**src/rtl/print_pkg.sv**
```systemverilog
// ============================================================================
// Module      : print_pkg
// Description : Shared types and default constants for the print engine.
// Revision    : 1.0 - initial release
// ============================================================================
`default_nettype none

package print_pkg;

    typedef enum logic [2:0] {
        ST_IDLE   = 3'd0,
        ST_FEED   = 3'd1,
        ST_LOADED = 3'd2,
        ST_PRINT  = 3'd3,
        ST_EJECT  = 3'd4,
        ST_FAULT  = 3'd5
    } state_t;

    localparam int unsigned c_TEMP_MAX     = 100;
    localparam int unsigned c_TEMP_READY   = 90;
    localparam int unsigned c_COOL_DIV     = 4;
    localparam int unsigned c_FEED_CYCLES  = 4;
    localparam int unsigned c_PRINT_CYCLES = 8;
    localparam int unsigned c_JAM_TIMEOUT  = 16;

    localparam int c_ERR_COLD  = 0;
    localparam int c_ERR_PROTO = 1;
    localparam int c_ERR_JAM   = 2;
    localparam int c_NUM_ERR   = 3;

    function automatic logic [7:0] sat_add8(input logic [7:0] a, input logic [7:0] b);
        logic [8:0] sum;
        sum = {1'b0, a} + {1'b0, b};
        return sum[8] ? 8'hFF : sum[7:0];
    endfunction

endpackage

`default_nettype wire

```
**src/rtl/print_engine_if.sv**
```systemverilog
// ============================================================================
// Module      : print_engine_if
// Description : Host-side control/status bundle of the print engine.
//               paper_sensor exists only when JAM_DETECT_EN is defined.
// Revision    : 1.0 - initial release
// ============================================================================
`default_nettype none

interface print_engine_if;

    logic        warm;
    logic        loadpage;
    logic        printpage;
    logic        refill;
    logic [7:0]  refill_cnt;
    logic        clear_err;
`ifdef JAM_DETECT_EN
    logic        paper_sensor;
`endif
    logic        hot;
    logic        busy;
    logic        page_loaded;
    logic        page_done;
    logic        paper_out;
    logic        err_cold;
    logic        err_proto;
    logic        err_jam;
    logic [7:0]  tray_count;
    logic [15:0] pages_printed;

    modport master (
`ifdef JAM_DETECT_EN
        output paper_sensor,
`endif
        output warm, loadpage, printpage, refill, refill_cnt, clear_err,
        input  hot, busy, page_loaded, page_done, paper_out,
        input  err_cold, err_proto, err_jam, tray_count, pages_printed
    );

    modport slave (
`ifdef JAM_DETECT_EN
        input  paper_sensor,
`endif
        input  warm, loadpage, printpage, refill, refill_cnt, clear_err,
        output hot, busy, page_loaded, page_done, paper_out,
        output err_cold, err_proto, err_jam, tray_count, pages_printed
    );

endinterface

`default_nettype wire

```
**src/rtl/fuser_model.sv**
```systemverilog
// ============================================================================
// Module      : fuser_model
// Description : Fuser temperature counter with cool-down divider and ready compare.
// Revision    : 1.0 - initial release
// ============================================================================
`default_nettype none

module fuser_model #(
    parameter int unsigned TEMP_MAX   = 100,
    parameter int unsigned TEMP_READY = 90,
    parameter int unsigned COOL_DIV   = 4
) (
    input  wire logic clk,
    input  wire logic rst_n,
    input  wire logic i_warm,
    output logic      o_hot
);

    localparam int c_DIV_W = (COOL_DIV > 1) ? $clog2(COOL_DIV) : 1;
    localparam logic [c_DIV_W-1:0] c_DIV_LAST = c_DIV_W'(COOL_DIV - 1);

    logic [6:0]         r_temp;
    logic [c_DIV_W-1:0] r_div;

    // Heating holds the divider at zero, so cooling always restarts a full period.
    always_ff @(posedge clk or negedge rst_n) begin
        if (!rst_n) begin
            r_temp <= '0;
            r_div  <= '0;
        end else if (i_warm) begin
            r_div <= '0;
            if (r_temp < 7'(TEMP_MAX))
                r_temp <= r_temp + 7'd1;
        end else if (r_div == c_DIV_LAST) begin
            r_div <= '0;
            if (r_temp != 7'd0)
                r_temp <= r_temp - 7'd1;
        end else begin
            r_div <= r_div + 1'b1;
        end
    end

    assign o_hot = (r_temp >= 7'(TEMP_READY));

endmodule

`default_nettype wire

```
**src/rtl/print_engine.sv**
```systemverilog
// ============================================================================
// Module      : print_engine
// Description : Sheet feed / print / eject controller with tray and fuser.
//               Define JAM_DETECT_EN for sensor-driven feed with jam timeout.
// Revision    : 1.0 - initial release
// ============================================================================
`default_nettype none

module print_engine
    import print_pkg::*;
#(
    parameter int unsigned TEMP_MAX     = c_TEMP_MAX,
    parameter int unsigned TEMP_READY   = c_TEMP_READY,
    parameter int unsigned COOL_DIV     = c_COOL_DIV,
    parameter int unsigned FEED_CYCLES  = c_FEED_CYCLES,
    parameter int unsigned PRINT_CYCLES = c_PRINT_CYCLES,
    parameter int unsigned JAM_TIMEOUT  = c_JAM_TIMEOUT
) (
    input  wire logic     clk,
    input  wire logic     rst_n,
    print_engine_if.slave bus
);

    localparam int unsigned c_CNT_MAX0 = (FEED_CYCLES > PRINT_CYCLES) ? FEED_CYCLES : PRINT_CYCLES;
    localparam int unsigned c_CNT_MAX  = (c_CNT_MAX0 > JAM_TIMEOUT) ? c_CNT_MAX0 : JAM_TIMEOUT;
    localparam int          c_CNT_W    = $clog2(c_CNT_MAX + 1);

    state_t               r_state, w_state_next;
    logic [c_CNT_W-1:0]   r_cnt, w_cnt_next;
    logic [c_NUM_ERR-1:0] r_err, w_err_set;
    logic [7:0]           r_tray;
    logic [15:0]          r_pages;
    logic                 r_page_done;
    logic                 w_feed;
    logic                 w_page_fin;
    logic                 w_hot;

    fuser_model #(
        .TEMP_MAX   (TEMP_MAX),
        .TEMP_READY (TEMP_READY),
        .COOL_DIV   (COOL_DIV)
    ) u_fuser (
        .clk    (clk),
        .rst_n  (rst_n),
        .i_warm (bus.warm),
        .o_hot  (w_hot)
    );

    always_ff @(posedge clk or negedge rst_n) begin
        if (!rst_n) begin
            r_state <= ST_IDLE;
            r_cnt   <= '0;
        end else begin
            r_state <= w_state_next;
            r_cnt   <= w_cnt_next;
        end
    end

    // Protocol violations take priority over normal progress in every state.
    always_comb begin
        w_state_next = r_state;
        w_cnt_next   = r_cnt + 1'b1;
        w_feed       = 1'b0;
        w_page_fin   = 1'b0;
        w_err_set    = '0;
        unique case (r_state)
            ST_IDLE: begin
                w_cnt_next = '0;
                if (bus.printpage) begin
                    w_state_next           = ST_FAULT;
                    w_err_set[c_ERR_PROTO] = 1'b1;
                end else if (bus.loadpage && (r_tray != 8'd0)) begin
                    w_state_next = ST_FEED;
                    w_feed       = 1'b1;
                end
            end
            ST_FEED: begin
                if (bus.loadpage || bus.printpage) begin
                    w_state_next           = ST_FAULT;
                    w_err_set[c_ERR_PROTO] = 1'b1;
`ifdef JAM_DETECT_EN
                end else if (bus.paper_sensor) begin
                    w_state_next = ST_LOADED;
                    w_cnt_next   = '0;
                end else if (r_cnt == c_CNT_W'(JAM_TIMEOUT - 1)) begin
                    w_state_next         = ST_FAULT;
                    w_err_set[c_ERR_JAM] = 1'b1;
                end
`else
                end else if (r_cnt == c_CNT_W'(FEED_CYCLES - 1)) begin
                    w_state_next = ST_LOADED;
                    w_cnt_next   = '0;
                end
`endif
            end
            ST_LOADED: begin
                w_cnt_next = '0;
                if (bus.printpage) begin
                    if (w_hot) begin
                        w_state_next = ST_PRINT;
                    end else begin
                        w_state_next          = ST_FAULT;
                        w_err_set[c_ERR_COLD] = 1'b1;
                    end
                end
            end
            ST_PRINT: begin
                if (bus.loadpage) begin
                    w_state_next           = ST_FAULT;
                    w_err_set[c_ERR_PROTO] = 1'b1;
                end else if (r_cnt == c_CNT_W'(PRINT_CYCLES - 1)) begin
                    w_state_next = ST_EJECT;
                    w_cnt_next   = '0;
                end
            end
            ST_EJECT: begin
                if (bus.loadpage || bus.printpage) begin
                    w_state_next           = ST_FAULT;
                    w_err_set[c_ERR_PROTO] = 1'b1;
                end else if (r_cnt == c_CNT_W'(1)) begin
                    w_state_next = ST_IDLE;
                    w_page_fin   = 1'b1;
                end
            end
            ST_FAULT: begin
                w_cnt_next = '0;
                if (bus.clear_err)
                    w_state_next = ST_IDLE;
            end
            default: begin
                w_state_next = ST_IDLE;
                w_cnt_next   = '0;
            end
        endcase
    end

    // A feed only happens with a non-empty tray, so the saturated sum never underflows.
    always_ff @(posedge clk or negedge rst_n) begin
        if (!rst_n) begin
            r_tray      <= '0;
            r_pages     <= '0;
            r_err       <= '0;
            r_page_done <= 1'b0;
        end else begin
            r_tray      <= sat_add8(r_tray, bus.refill ? bus.refill_cnt : 8'd0) - {7'd0, w_feed};
            r_err       <= (bus.clear_err ? '0 : r_err) | w_err_set;
            r_page_done <= w_page_fin;
            if (w_page_fin)
                r_pages <= r_pages + 16'd1;
        end
    end

    assign bus.hot           = w_hot;
    assign bus.busy          = (r_state != ST_IDLE);
    assign bus.page_loaded   = (r_state == ST_LOADED);
    assign bus.page_done     = r_page_done;
    assign bus.paper_out     = (r_tray == 8'd0);
    assign bus.err_cold      = r_err[c_ERR_COLD];
    assign bus.err_proto     = r_err[c_ERR_PROTO];
    // Never set without jam detection, so this reads constant zero in that build.
    assign bus.err_jam       = r_err[c_ERR_JAM];
    assign bus.tray_count    = r_tray;
    assign bus.pages_printed = r_pages;

endmodule

`default_nettype wire

```
**src/flat_wrapper.sv**
```systemverilog
// flat-port wrapper written by rule: the top's interface ports become plain ports
module print_engine_flat import print_pkg::*;
#(
    parameter int unsigned TEMP_MAX     = c_TEMP_MAX,
    parameter int unsigned TEMP_READY   = c_TEMP_READY,
    parameter int unsigned COOL_DIV     = c_COOL_DIV,
    parameter int unsigned FEED_CYCLES  = c_FEED_CYCLES,
    parameter int unsigned PRINT_CYCLES = c_PRINT_CYCLES,
    parameter int unsigned JAM_TIMEOUT  = c_JAM_TIMEOUT
)
  (clk, rst_n, bus_warm, bus_loadpage, bus_printpage, bus_refill, bus_refill_cnt, bus_clear_err, bus_hot, bus_busy, bus_page_loaded, bus_page_done, bus_paper_out, bus_err_cold, bus_err_proto, bus_err_jam, bus_tray_count, bus_pages_printed);
  print_engine_if bus_i ();
  input  wire logic clk;
  input  wire logic rst_n;
  input wire logic [$bits(bus_i.warm)-1:0] bus_warm;
  input wire logic [$bits(bus_i.loadpage)-1:0] bus_loadpage;
  input wire logic [$bits(bus_i.printpage)-1:0] bus_printpage;
  input wire logic [$bits(bus_i.refill)-1:0] bus_refill;
  input wire logic [$bits(bus_i.refill_cnt)-1:0] bus_refill_cnt;
  input wire logic [$bits(bus_i.clear_err)-1:0] bus_clear_err;
  output wire logic [$bits(bus_i.hot)-1:0] bus_hot;
  output wire logic [$bits(bus_i.busy)-1:0] bus_busy;
  output wire logic [$bits(bus_i.page_loaded)-1:0] bus_page_loaded;
  output wire logic [$bits(bus_i.page_done)-1:0] bus_page_done;
  output wire logic [$bits(bus_i.paper_out)-1:0] bus_paper_out;
  output wire logic [$bits(bus_i.err_cold)-1:0] bus_err_cold;
  output wire logic [$bits(bus_i.err_proto)-1:0] bus_err_proto;
  output wire logic [$bits(bus_i.err_jam)-1:0] bus_err_jam;
  output wire logic [$bits(bus_i.tray_count)-1:0] bus_tray_count;
  output wire logic [$bits(bus_i.pages_printed)-1:0] bus_pages_printed;
  assign bus_i.warm = bus_warm;
  assign bus_i.loadpage = bus_loadpage;
  assign bus_i.printpage = bus_printpage;
  assign bus_i.refill = bus_refill;
  assign bus_i.refill_cnt = bus_refill_cnt;
  assign bus_i.clear_err = bus_clear_err;
  assign bus_hot = bus_i.hot;
  assign bus_busy = bus_i.busy;
  assign bus_page_loaded = bus_i.page_loaded;
  assign bus_page_done = bus_i.page_done;
  assign bus_paper_out = bus_i.paper_out;
  assign bus_err_cold = bus_i.err_cold;
  assign bus_err_proto = bus_i.err_proto;
  assign bus_err_jam = bus_i.err_jam;
  assign bus_tray_count = bus_i.tray_count;
  assign bus_pages_printed = bus_i.pages_printed;
  print_engine #(.TEMP_MAX(TEMP_MAX), .TEMP_READY(TEMP_READY), .COOL_DIV(COOL_DIV), .FEED_CYCLES(FEED_CYCLES), .PRINT_CYCLES(PRINT_CYCLES), .JAM_TIMEOUT(JAM_TIMEOUT)) u_core (.clk(clk), .rst_n(rst_n), .bus(bus_i));
endmodule
```
**config.mk**
```make
export PLATFORM = sky130hd
export DESIGN_NAME = print_engine_flat
export DESIGN_NICKNAME = d
export VERILOG_FILES = /design/src/rtl/print_pkg.sv /design/src/rtl/print_engine_if.sv /design/src/rtl/fuser_model.sv /design/src/rtl/print_engine.sv /design/src/flat_wrapper.sv
export SDC_FILE = /design/constraint.sdc
export NUM_CORES = 1
export LEC_CHECK = 0
export ABC_AREA = 0
export BUFFER_PORTS_ARGS = -buffer_cell sky130_fd_sc_hd__buf_2
export CORE_MARGIN = 1
export CORE_UTILIZATION = 30
export DETAILED_ROUTE_END_ITERATION = 7
export HOLD_SLACK_MARGIN = 0.05
export PLACE_DENSITY_LB_ADDON = 0.08
export RECOVER_POWER = 100
export SETUP_SLACK_MARGIN = 0.2
export SLEW_MARGIN = 15
export SYNTH_ARGS = -nofsm -noshare
export SYNTH_HDL_FRONTEND = slang
export SYNTH_HIERARCHICAL = 1
export SYNTH_SLANG_ARGS = --single-unit
```
**constraint.sdc**
```tcl
create_clock -name clk -period 6.7 [get_ports clk]
set_clock_uncertainty 0.15 [all_clocks]
set_input_delay 0 -clock clk [delete_from_list [all_inputs] [get_ports clk]]
set_output_delay 0 -clock clk [all_outputs]
set_load 0.03 [all_outputs]
```
# After elaboration in Yosys (flattened, before gate mapping)
# Cells that the tools add are included.
# classes
reduce_logical	12
n_addsub	7
n_bitwise	1
mul	0
n_eq_ne	16
n_div	0
n_mux	39
n_shift	0
n_lt_le_gt_ge	2
# op_table
cell	n
two-way mux 3 bit	12
two-way mux 7 bit	4
two-way mux 5 bit	4
case mux 3 bit (6 select lines)	1
adder 16 x 1 -> 16 bit, second input constant	1
two-way mux 8 bit	2
case mux 5 bit (3 select lines)	1
two-way mux 1 bit	12
adder 8 x 8 -> 9 bit	1
logical NOT 8 bit	1
nonzero test 8 bit	1
subtractor 8 x 1 -> 8 bit	1
adder 7 x 1 -> 7 bit, second input constant	1
>= comparator 7 bit, second input constant	1
< comparator 7 bit, second input constant	1
nonzero test 7 bit	1
subtractor 7 x 1 -> 7 bit, second input constant	1
== test 3 x 2 -> 1 bit, second input constant	2
== test 3 bit, second input constant	2
!= test 3 x 1 -> 1 bit, second input constant	2
!= test 3 x 2 -> 1 bit, second input constant	2
AND reduction 6 bit	1
adder 5 x 1 -> 5 bit, second input constant	1
== test 5 x 1 -> 1 bit, second input constant	1
17 further kinds	20
# word_totals
latchBits	0
romBits	0
inputBits	15
memories	0
out_inout_bits	32
ram_bits	0
reg_bits	45
elab_cells	85

# Logic depth before layout (Yosys ltp)
# Gate-level depths: netlist (run 1).
# logic_depth
word_depth	6
depth_mapped	15
ltp_nobuf	15

# By module
# Netlist (run 1), hierarchy kept.
# by_module_without_submodules
mod	cells_per_inst	seq_area_each_um2	area_per_inst_um2	n_inst
print_engine	230	875.8	2204.6	1
fuser_model	62	225.2	618.1	1

# Worst setup path before layout (run 1)
# No wires, ideal clock.
# synth_timing
path_kind	register to register
from	register u_core.r_tray[0] (netlist: u_core/bus.tray_count[0])
to	register u_core.r_tray[6] (netlist: u_core/bus.tray_count[6])
required_ns	6.427
path_stages_with_launch	15
n_path_buf	0
setup_ns	0.123
slack_ns	3.472
t_arrival_ns	2.955
period_less_slack_ns	3.228
cell_sequence	dfrtp_1 ha_1 fa_1 a211oi_1 nor2_1 nor2_1 o21ai_0 nor2_1 ha_1 ha_1 nand2_1 a21oi_1 nor4b_1 xor2_1 nand2_1
# synth_via
elab_chain_len	6
elab_cells_between_ends	8
cone_classes	add/sub: 2; mux: 4; reduce/logical: 2
# synth_lines
item	line_no	source
start, declared	print_engine.sv:31	logic [7:0] r_tray;
start signal, assigned	print_engine.sv:145	r_tray <= sat_add8(r_tray, bus.refill ? bus.refill_cnt : 8'd0) - {7'd0, w_feed};
branches (longest 5 deep; another with adder 8 x 8 -> 9 bit)	n/a	
subtractor 8 x 1 -> 8 bit *	print_engine.sv:145	
# Every way passes the cells marked *.
# A chain may end at the register's enable or synchronous reset.

# Final worst setup path (run 1)
# layout_timing
from	register u_core.r_state[2]
to	register u_core.r_pages[15] (netlist: u_core/bus.pages_printed[15])
# layout_via
elab_chain_len	2
# layout_lines
item	line_no	source
start, declared	print_engine.sv:28	state_t r_state, w_state_next;
start signal, assigned	print_engine.sv:54	r_state <= w_state_next;
== test 3 bit	print_engine.sv:66	unique case (r_state)
two-way mux 1 bit	print_engine.sv:66	
named net u_core.w_page_fin	print_engine.sv:35	logic w_page_fin;
end signal, assigned	print_engine.sv:149	r_pages <= r_pages + 16'd1;
end, declared	print_engine.sv:32	logic [15:0] r_pages;
# The timed path passes the listed nets, and every way through them passes these cells.

==> out/qor.csv, run 1 <==
stage;metric;value;unit
cts;Post-CTS Setup Repair Bufs;0;
power_and_ir_drop;peak supply drop;0.101;mV
synthesis;Post-synth EDFFs;0;
global_routing;GRT Total Usage;0.135;
sta;Finish-stage setup viols;0;
detailed_routing;WL final;6230;um
cts;clock buffer depth;2;
layout;layout cells sized above 1;0.0756;
power_and_ir_drop;Pwr Density;371;mW/mm^2
synthesis;Syn. warnings;6;
layout;Nets;380;
die;starting density of the core;0.307;
sta;fin. max-slew vios;45;
cts;cts hold-fix bufs;5;
synthesis;synthesized area;0.00282;mm^2
synthesis;largest cells by area after synthesis;dfrtp_1, ha_1, xnor2_1;
die;Rows;35;
sta;Hold Vio Cnt, Final;0;
setup_path;CP Launch Type;flip-flop;
sta;Slew headroom;-0.656;
setup_path;CP max stage cell;nor4_1;
detailed_routing;router iterations before antenna repair;4;
setup_path;CP cell instances;or3b_2 > nor4_1 > and3_1 > nor2b_1 > nand4_1 > xnor2_1;
place;Cell Area, Placed;0.00316;mm^2
setup_path;Worst path top cell family by delay;simple AND/OR/NAND/NOR gates;
layout;antenna cells;0;
synthesis;Most used DFF post-synth;dfrtp_1;
power_and_ir_drop;Leak;0.00141;uW
worst_hold_path;Hold Crit Class;primary input to flip-flop;
detailed_routing;Avg WL per Cell;13.7;um
place;Placer Congestion;0.758;
detailed_routing;vias;2264;
cts;post-CTS sizing;0;
layout;most frequent cells in the layout;dfrtp_1, clkbuf_1, nand2_1, ha_1, nor2_1;
sta;Max Freq;289;MHz
place;hpwl dp;4580;um
synthesis;Synth Register Bits;44;
layout;commonest non-fill, non-tap cell in the layout;dfrtp_1;
cts;Clock Latency Late Sink;300;ps
synthesis;post-synthesis cell type count;53;
layout;post-layout util;0.352;
sta;total negative slack;0;ps
detailed_routing;drt drc;0;
place;Cell Count Post-Placement;442;
layout;final instance area;0.00324;mm^2
sta;final worst path period need;3460;ps
synthesis;register area share after synthesis;0.390;
cts;CTS tree;done;
synthesis;Cells after Synth;292;
global_routing;vias in the first global route;2202;
global_routing;global-route wire length before repair;10600;um
layout;Finished Layout Cells;455;
setup_path;crit path DAT;3510;ps
die;Core Area;0.00920;mm^2
cts;Reg clk slew, reported paths;100;ps
setup_path;CP Class;flip-flop to flip-flop;
synthesis;syn_nets;329;
place;Port Buffer Count;45;
die;die area;0.00980;mm^2
setup_path;Crit. End Element;flip-flop;
global_routing;gr ovfl total;0;
setup_path;worst-path fanout max;16;
detailed_routing;DR iter-0 viols;47;
setup_path;Worst path max stage delay;1130;ps
die;io pins;47;
setup_path;Crit path required time;6750;ps
global_routing;largest net degree at the start of global routing;45;
die;DIE WIDTH;99;um
cts;CTS H-tree lvls;2;
detailed_routing;final antenna-violating net count;0;
sta;RSZ-0062 raised after global routing;false;
sta;hold slack;81.6;ps
die;die extent in y;99;um
run_status;status;finished, violations left;
synthesis;Avg Cell Area, Syn;9.67;um^2
setup_path;r2r setup slk;3240;ps
run_status;failing checks;max-capacitance violations, max-slew violations;
cts;TritonCTS Sinks;44;
global_routing;initial antenna violation count;0;
sta;Worst-Margin Slew;2480;ps
synthesis;share of Yosys cell area claimed by the top area cell type;0.390;
detailed_routing;Vias/cell;4.98;
layout;Layout area overhead;14.8;%
cts;cts bufs inserted;5;
synthesis;Yosys top cell by area;dfrtp_1;
cts;CTS Root Cell;clkbuf_8;
sta;period utilization;0.516;
flow_run;max cap viols;2;
synthesis;post-synthesis async set-or-reset flop share;1.00;
setup_path;Critical path buffers and inverters;0;
[stage by stage]
stage	setup slack, ps	power (uW)
2_1_floorplan	3470	872
3_3_place_gp	3450	1030
3_5_place_dp	3390	1020
4_1_cts	3350	1240
5_1_grt	2910	1300
6_report	3240	1200
[final cells by class]
type / instances / area (um^2)
Inverter: 8 / 30.0
Clock inverter: 3 / 46.3
Fill cell: 969 / 5960
Timing Repair Buffer: 51 / 239
Tap cell: 111 / 139
Clock buffer: 5 / 68.8
Multi-Input combinational cell: 233 / 1620
Sequential cell: 44 / 1100
[worst register-to-register path, stage by stage (launching register included)]
cell	delay (ps)
dfrtp_1	620
or3b_2	520
nor4_1	1130
and3_1	410
nor2b_1	250
nand4_1	140
xnor2_1	140
[sequential cells by signal, summed over array words and instances (netlist names)]
signal / cells
u_core/bus.tray_count: 8
u_core/bus.pages_printed: 16
u_core/r_err: 2
u_core/u_fuser/r_temp: 7
u_core/r_state: 3
u_core/u_fuser/r_div: 2
u_core/bus.page_done: 1
u_core/r_cnt: 5
[per-layer routing]
| metal | wire length [um] | up-vias | GRT usage |
|---|---|---|---|
| li1 | - | 1153 | - |
| met1 | 3010 | 1063 | 0.178 |
| met2 | 2950 | 40 | 0.226 |
| met3 | 210 | 8 | 0.0270 |
| met4 | 56 | 0 | 0.0356 |
| met5 | 0 | - | 0 |
[kinds of logic (layout without fill, tap and decap cells)]
family	Yosys count	count (layout)	synth area share
and+or+nand+nor	114	114	0.228
AOI/OAI and AO/OA	63	63	0.147
DFF	44	44	0.390
xor gates and xnor gates	30	30	0.0931
adders and majority gates	22	22	0.103
buffers and inverters	15	67	0.0244
muxes	3	3	0.0133
other	1	1	0.00133
[synth_stat cells, types with 2 or more instances]
cell      count
a221o_1       2
clkbuf_1      4
nor2_1       18
xnor2_1      17
nor4b_1       2
and3_1        2
nor2b_1       8
nand2_1      25
a211oi_1      7
nor4_1        4
mux2_2        2
nand3_1      12
nand3b_1      2
xor2_1       13
or4_1         2
or3b_2        2
o21a_1        2
a21o_1        7
o31ai_1       2
o211ai_1      2
nor3_1        7
dfrtp_1      44
and2_1       10
a211o_1       2
nand4_1       6
ha_1         20
o21ai_0      15
a21oi_1      15
inv_1         8
or3_1         3
fa_1          2
nor3b_1       4
[path summary, 6_finish.rpt]
| check | to | depth (start not counted) | start |
|---|---|---|---|
| max reg2reg | u_core/bus.pages_printed[15] | 6 | u_core/r_state[2] |
| max | u_core/bus.pages_printed[15] | 6 | u_core/r_state[2] |
| max in group asynchronous | u_core/bus.tray_count[3] | 3 | rst_n |
| min in group asynchronous | u_core/bus.pages_printed[5] | 3 | rst_n |
| min reg2reg | u_core/u_fuser/r_div[0] | 1 | u_core/u_fuser/r_div[0] |
| min | u_core/r_state[1] | 4 | bus_printpage |
[where the power goes]
part           total, uW  switching (uW)  internal [uW]  leakage [uW]
clock                215             102            113     0.0000548
sequential           424            92.1            332      0.000556
combinational        563             334            229      0.000795
No activity file was read; power rests on OpenSTA's default activity.
==> inputs of run 2 (changes only) <==
Clock period 6.7 ns to 3.2 ns, I/O delays scaled along.
==> run 2 against run 1 <==
The run still ends with max-capacitance violations, max-slew violations left. Global-route usage up 0.95 points. Count of clock-buffer cells in the layout did not move. Worst setup slack got worse by 3000 ps. Combinational power is 150% higher. Cell count rose by 2.9%. Final area rose by 6.4%. Fmax up 18%. Die area unchanged. Critical path depth increased by 8. Flip-flop and latch count stayed put. Via count grew 2.3%. Highest routed layer unchanged.
==> out/qor.csv, run 2 (synthesized netlist as in run 1, its figures left out) <==
stage;metric;value;unit
setup_path;crit path DAT;2960;ps
global_routing;largest net degree at the start of global routing;30;
setup_path;Critical path buffers and inverters;0;
detailed_routing;vias;2316;
die;io pins;47;
setup_path;Worst path top cell family by delay;adder cells;
setup_path;worst-path fanout max;3;
cts;TritonCTS Sinks;44;
sta;final worst path period need;2930;ps
cts;cts bufs inserted;5;
detailed_routing;final antenna-violating net count;0;
sta;RSZ-0062 raised after global routing;true;
run_status;failing checks;max-capacitance violations, max-slew violations;
sta;fin. max-slew vios;30;
detailed_routing;Avg WL per Cell;14.3;um
sta;Worst-Margin Slew;1540;ps
layout;footprint of the multi-input gates;0.00173;mm^2
die;starting density of the core;0.307;
setup_path;Crit path required time;3230;ps
detailed_routing;WL final;6690;um
setup_path;Crit. End Element;flip-flop;
layout;most frequent cells in the layout;dfrtp_1, clkbuf_1, nand2_1, ha_1;
power_and_ir_drop;peak supply drop;0.265;mV
die;Rows;35;
global_routing;vias in the first global route;2269;
place;Cell Count Post-Placement;446;
setup_path;Worst path max stage delay;430;ps
setup_path;CP Class;flip-flop to flip-flop;
global_routing;initial antenna violation count;0;
run_status;status;finished, violations left;
sta;Hold Vio Cnt, Final;0;
layout;layout cells sized above 1;0.143;
cts;CTS Root Cell;clkbuf_8;
setup_path;CP max stage cell;dfrtp_2;
place;Port Buffer Count;45;
sta;hold slack;82.1;ps
sta;Slew headroom;-0.0266;
layout;Nets;393;
cts;Reg clk slew, reported paths;90;ps
setup_path;CP cell instances;ha_4 > fa_2 > a211oi_4 > nor2_1 > nor2_2 > o21ai_2 > nor2_1 > ha_1 > ha_4 > nand2_4 > a21oi_4 > nor4b_4 > xor2_1 > nand2_1;
detailed_routing;router iterations before antenna repair;6;
cts;Clock Latency Late Sink;300;ps
layout;Finished Layout Cells;468;
die;Core Area;0.00920;mm^2
layout;Layout area overhead;22.1;%
setup_path;CP Launch Type;flip-flop;
cts;CTS tree;done;
global_routing;global-route wire length before repair;11400;um
layout;filler cell count in the final layout;963;
cts;CTS H-tree lvls;2;
worst_hold_path;Hold Crit Class;primary input to flip-flop;
sta;period utilization;0.916;
detailed_routing;drt drc;0;
die;die extent in y;99;um
global_routing;gr ovfl total;0;
place;Placer Congestion;0.741;
layout;FF/Latch Area;0.00110;mm^2
power_and_ir_drop;Leak;0.00148;uW
power_and_ir_drop;Pwr Density;779;mW/mm^2
die;DIE WIDTH;99;um
power_and_ir_drop;Tot Pwr;2680;uW
flow_run;max cap viols;1;
cts;clock buffer depth;2;
die;die area;0.00980;mm^2
detailed_routing;Vias/cell;4.95;
layout;antenna cells;0;
detailed_routing;DR iter-0 viols;55;
place;hpwl dp;4870;um
sta;total negative slack;0;ps
sta;Finish-stage setup viols;0;
sta;Max Freq;341;MHz
layout;commonest non-fill, non-tap cell in the layout;dfrtp_1;
layout;max FFs per register;16;
global_routing;GRT Total Usage;0.145;
[run 2: changes by cell type in the layout (fill, tap and decap cells not counted), sizes merged]
cell,change
buf,+10
clkbuf,+3
[run 2: final timing paths]
kind / from / end / slack, ps / cells after the start
worst max-delay path: u_core/bus.tray_count[0] / u_core/bus.tray_count[6] / 270 / 14
worst max register to register: u_core/bus.tray_count[0] / u_core/bus.tray_count[6] / 270 / 14
worst min-delay path: bus_printpage / u_core/bus.page_done / 80 / 3
worst min register to register: u_core/u_fuser/r_div[0] / u_core/u_fuser/r_div[0] / 300 / 1
min in group asynchronous: rst_n / u_core/bus.pages_printed[5] / 450 / 2
max in group asynchronous: rst_n / u_core/bus.tray_count[0] / 840 / 3
[run 2: worst min-delay path, delay by kind of cell]
kind	cells	cell delay, ps
buf+inv	1	200
simple gates	2	270
[run 2: where the power goes]
part           switching (uW)  leakage, uW  internal (uW)  total, uW
combinational             834     0.000866            559       1390
clock                     209    0.0000548            235        445
sequential                151     0.000556            696        847
total                    1190      0.00148           1490       2680
[run 2: stage by stage]
step | setup slack, ps | area, um^2 | utilization
3_3_place_gp | 146 | 3200 | 0.348
6_report | 269 | 3450 | 0.375
4_1_cts | 161 | 3450 | 0.375
3_5_place_dp | 59.7 | 3200 | 0.348
5_1_grt | 89.4 | 3450 | 0.375
2_1_floorplan | 203 | 2840 | -
[run 2: per-layer routing]
layer | track usage | vias up | share of wire | routed length (um)
met5 | 0 | - | 0 | 0
met4 | 0.0310 | 0 | 0.0045 | 30
met3 | 0.0333 | 2 | 0.035 | 235
met2 | 0.239 | 52 | 0.48 | 3190
met1 | 0.193 | 1080 | 0.48 | 3240
li1 | - | 1182 | - | -
[run 2: timing repair]
| item | CTS | global route |
|---|---|---|
| pin swaps | 6 | 11 |
| hold buffers | 5 | 0 |
| endpoints found under the hold margin | 34 | 0 |
| gates resized for setup | 9 | 10 |
| setup buffers | 7 | 2 |
| setup endpoints to repair | 3 | 3 |
| cloned | 0 | 0 |
[run 2: area by class of cell]
cell class                      count  share of cell area
Clock buffer                        5              0.0200
Sequential cell                    44               0.320
Clock inverter                      3              0.0134
Inverter                            8             0.00871
Multi-Input combinational cell    233               0.503
Tap cell                          111              0.0403
Timing Repair Buffer               64              0.0951
==> inputs of run 3 (changes only) <==
Settings changed: SYNTH_HIERARCHICAL 1 to default.
==> run 3 against run 2 <==
The flow now finishes without violations. Cell count down 5.1%. Global-route usage down 1.5 points. Final area down 6.1%. Via count down 7.6%. Synthesized cell count down 4.8%. Power down 2.8%. Fmax down 4.7%. Non-clock buffer count down 4. First-iteration DRC count up 67%. Hold slack better by 90 ps. Die area down 4.0%. Sequential power up 1%. Critical path type unchanged. Critical endpoint is now u_core.bus.tray_count[7]. Largest cell class unchanged. Highest routed layer unchanged.
==> out/qor.csv, run 3 <==
stage;metric;value;unit
cts;Reg clk slew, reported paths;80;ps
sta;period utilization;0.961;
synthesis;Synth Register Bits;44;
layout;filler cell count in the final layout;897;
layout;antenna cells;0;
die;Core Area;0.00872;mm^2
run_status;status;finished clean;
layout;layout cells sized above 1;0.131;
die;DIE WIDTH;97;um
place;Cell Area, Placed;0.00306;mm^2
die;starting density of the core;0.310;
global_routing;initial antenna violation count;0;
sta;fin. max-slew vios;0;
detailed_routing;Vias/cell;4.82;
die;io pins;47;
sta;Max Freq;325;MHz
setup_path;CP cell instances;ha_4 > fa_2 > a21o_1 > a22o_1 > o21ai_2 > a21oi_2 > nor2_1 > ha_2 > nand3b_1 > nor3_1 > nor4b_2 > xor2_1;
die;die area;0.00941;mm^2
layout;max FFs per register;16;
global_routing;GRT Total Usage;0.129;
synthesis;Yosys top cell by area;dfrtp_1;
global_routing;global-route wire length before repair;9870;um
detailed_routing;DR iter-0 viols;92;
layout;FF/Latch Area;0.00110;mm^2
synthesis;synthesized area;0.00271;mm^2
setup_path;worst-path fanout max;3;
global_routing;largest net degree at the start of global routing;45;
synthesis;post-synthesis cell type count;52;
synthesis;Avg Cell Area, Syn;9.74;um^2
detailed_routing;final antenna-violating net count;0;
sta;Slew headroom;0.138;
flow_run;max cap viols;0;
power_and_ir_drop;Pwr Density;806;mW/mm^2
synthesis;Post-synth EDFFs;0;
layout;Finished Layout Cells;444;
place;hpwl dp;4290;um
setup_path;CP max stage cell;dfrtp_2;
place;Port Buffer Count;45;
synthesis;share of Yosys cell area claimed by the top area cell type;0.407;
synthesis;syn_nets;314;
layout;final instance area;0.00324;mm^2
detailed_routing;WL final;5870;um
layout;commonest non-fill, non-tap cell in the layout;dfrtp_1;
setup_path;Worst path max stage delay;430;ps
setup_path;CP Launch Type;flip-flop;
sta;Hold Vio Cnt, Final;0;
place;Cell Count Post-Placement;425;
die;die extent in y;97;um
setup_path;crit path DAT;3150;ps
synthesis;Syn. warnings;0;
synthesis;Most used DFF post-synth;dfrtp_1;
detailed_routing;vias;2139;
synthesis;most common cell in the netlist;dfrtp_1;
synthesis;register area share after synthesis;0.407;
detailed_routing;Avg WL per Cell;13.2;um
worst_hold_path;Hold Crit Class;primary input to flip-flop;
synthesis;Cells after Synth;278;
setup_path;Crit. End Element;flip-flop;
sta;RSZ-0062 raised after global routing;true;
sta;final worst path period need;3080;ps
sta;Worst-Margin Slew;1290;ps
cts;clock buffer depth;2;
synthesis;post-synthesis async set-or-reset flop share;1.00;
sta;hold slack;172;ps
cts;CTS Root Cell;clkbuf_8;
layout;most frequent cells in the layout;dfrtp_1, clkbuf_1, nor2_1, a21oi_1, xnor2_1;
global_routing;gr ovfl total;0;
layout;Nets;371;
cts;CTS H-tree lvls;2;
sta;total negative slack;0;ps
setup_path;CP Class;flip-flop to flip-flop;
layout;Layout area overhead;19.5;%
cts;TritonCTS Sinks;44;
synthesis;largest cells by area after synthesis;dfrtp_1, ha_1, xnor2_1;
synthesis;synth cell count leaders;dfrtp_1, nor2_1, a21oi_1, ha_1, xnor2_1;
die;Rows;34;
detailed_routing;drt drc;0;
power_and_ir_drop;Leak;0.00145;uW
setup_path;Crit path required time;3270;ps
detailed_routing;router iterations before antenna repair;4;
cts;Clock Latency Late Sink;290;ps
power_and_ir_drop;peak supply drop;0.252;mV
place;Placer Congestion;0.687;
sta;Finish-stage setup viols;0;
cts;CTS tree;done;
layout;footprint of the multi-input gates;0.00154;mm^2
cts;cts bufs inserted;5;
global_routing;vias in the first global route;2024;
## run 3: cell families after synthesis
kind of cell / count (synthesis) / share of synthesized area
adders and majority gates: 21 / 0.103
and+or+nand+nor: 98 / 0.197
xor gates and xnor gates: 32 / 0.104
DFF: 44 / 0.407
AOI/OAI and AO/OA: 54 / 0.128
buffers and inverters: 23 / 0.0402
muxes: 5 / 0.0203
other: 1 / 0.00138
## run 3: final cells by class
class,count,area share
multi-input combinational,211,0.476
sequential,44,0.341
timing repair buffer,60,0.0932
tap,108,0.0418
clock buffer,6,0.0224
inverter,13,0.0151
clock inverter,2,0.0108
## run 3: routing by layer
| metal | share of wire | GRT usage | vias to the layer above |
|---|---|---|---|
| li1 | - | - | 1092 |
| met2 | 0.45 | 0.189 | 34 |
| met5 | 0 | 0 | - |
| met4 | 0.0049 | 0.0310 | 0 |
| met3 | 0.034 | 0.0267 | 2 |
| met1 | 0.52 | 0.194 | 1011 |
## run 3: repair_timing
item                                   4_1_cts  5_1_grt
endpoints found under the hold margin       53        0
setup buffers                                2        2
hold buffers                                 6        0
pin swaps                                    2        3
gates resized for setup                      1        4
setup endpoints to repair                    2        2
## run 3: power by group
part | total [uW] | switching (uW) | leakage, uW | internal (uW)
Combinational | 1320 | 785 | 0.000846 | 537
Sequential | 858 | 156 | 0.000550 | 703
Clock | 428 | 196 | 0.0000552 | 232
Total | 2610 | 1140 | 0.00145 | 1470
## run 3: critical path: cells and delay by family, from the launching register on
family	cells	cell delay [ps]
flops	1	430
fa+ha+maj	3	720
compound gates	4	640
xor+xnor	1	160
simple gates	4	900
## run 3: path summary, 6_finish.rpt
kind	from	endpoint	slack (ps)	cells past startpoint
hold reg to reg	u_core.u_fuser.r_div[0]	u_core.u_fuser.r_div[0]	290	1
hold / removal	bus_refill_cnt[6]	u_core.bus.tray_count[7]	170	6
setup reg to reg	u_core.bus.tray_count[0]	u_core.bus.tray_count[7]	120	12
setup / recovery	u_core.bus.tray_count[0]	u_core.bus.tray_count[7]	120	12
min in group asynchronous	rst_n	u_core.u_fuser.r_temp[1]	330	2
max in group asynchronous	rst_n	u_core.bus.tray_count[0]	720	3
## run 3: through the flow
stage	util	setup slack (ps)	total power, uW
5_1_grt	0.371	-42.1	2830
3_3_place_gp	0.351	162	2190
6_report	0.371	124	2610
3_5_place_dp	0.351	123	2170
2_1_floorplan	-	183	1830
4_1_cts	0.373	114	2640
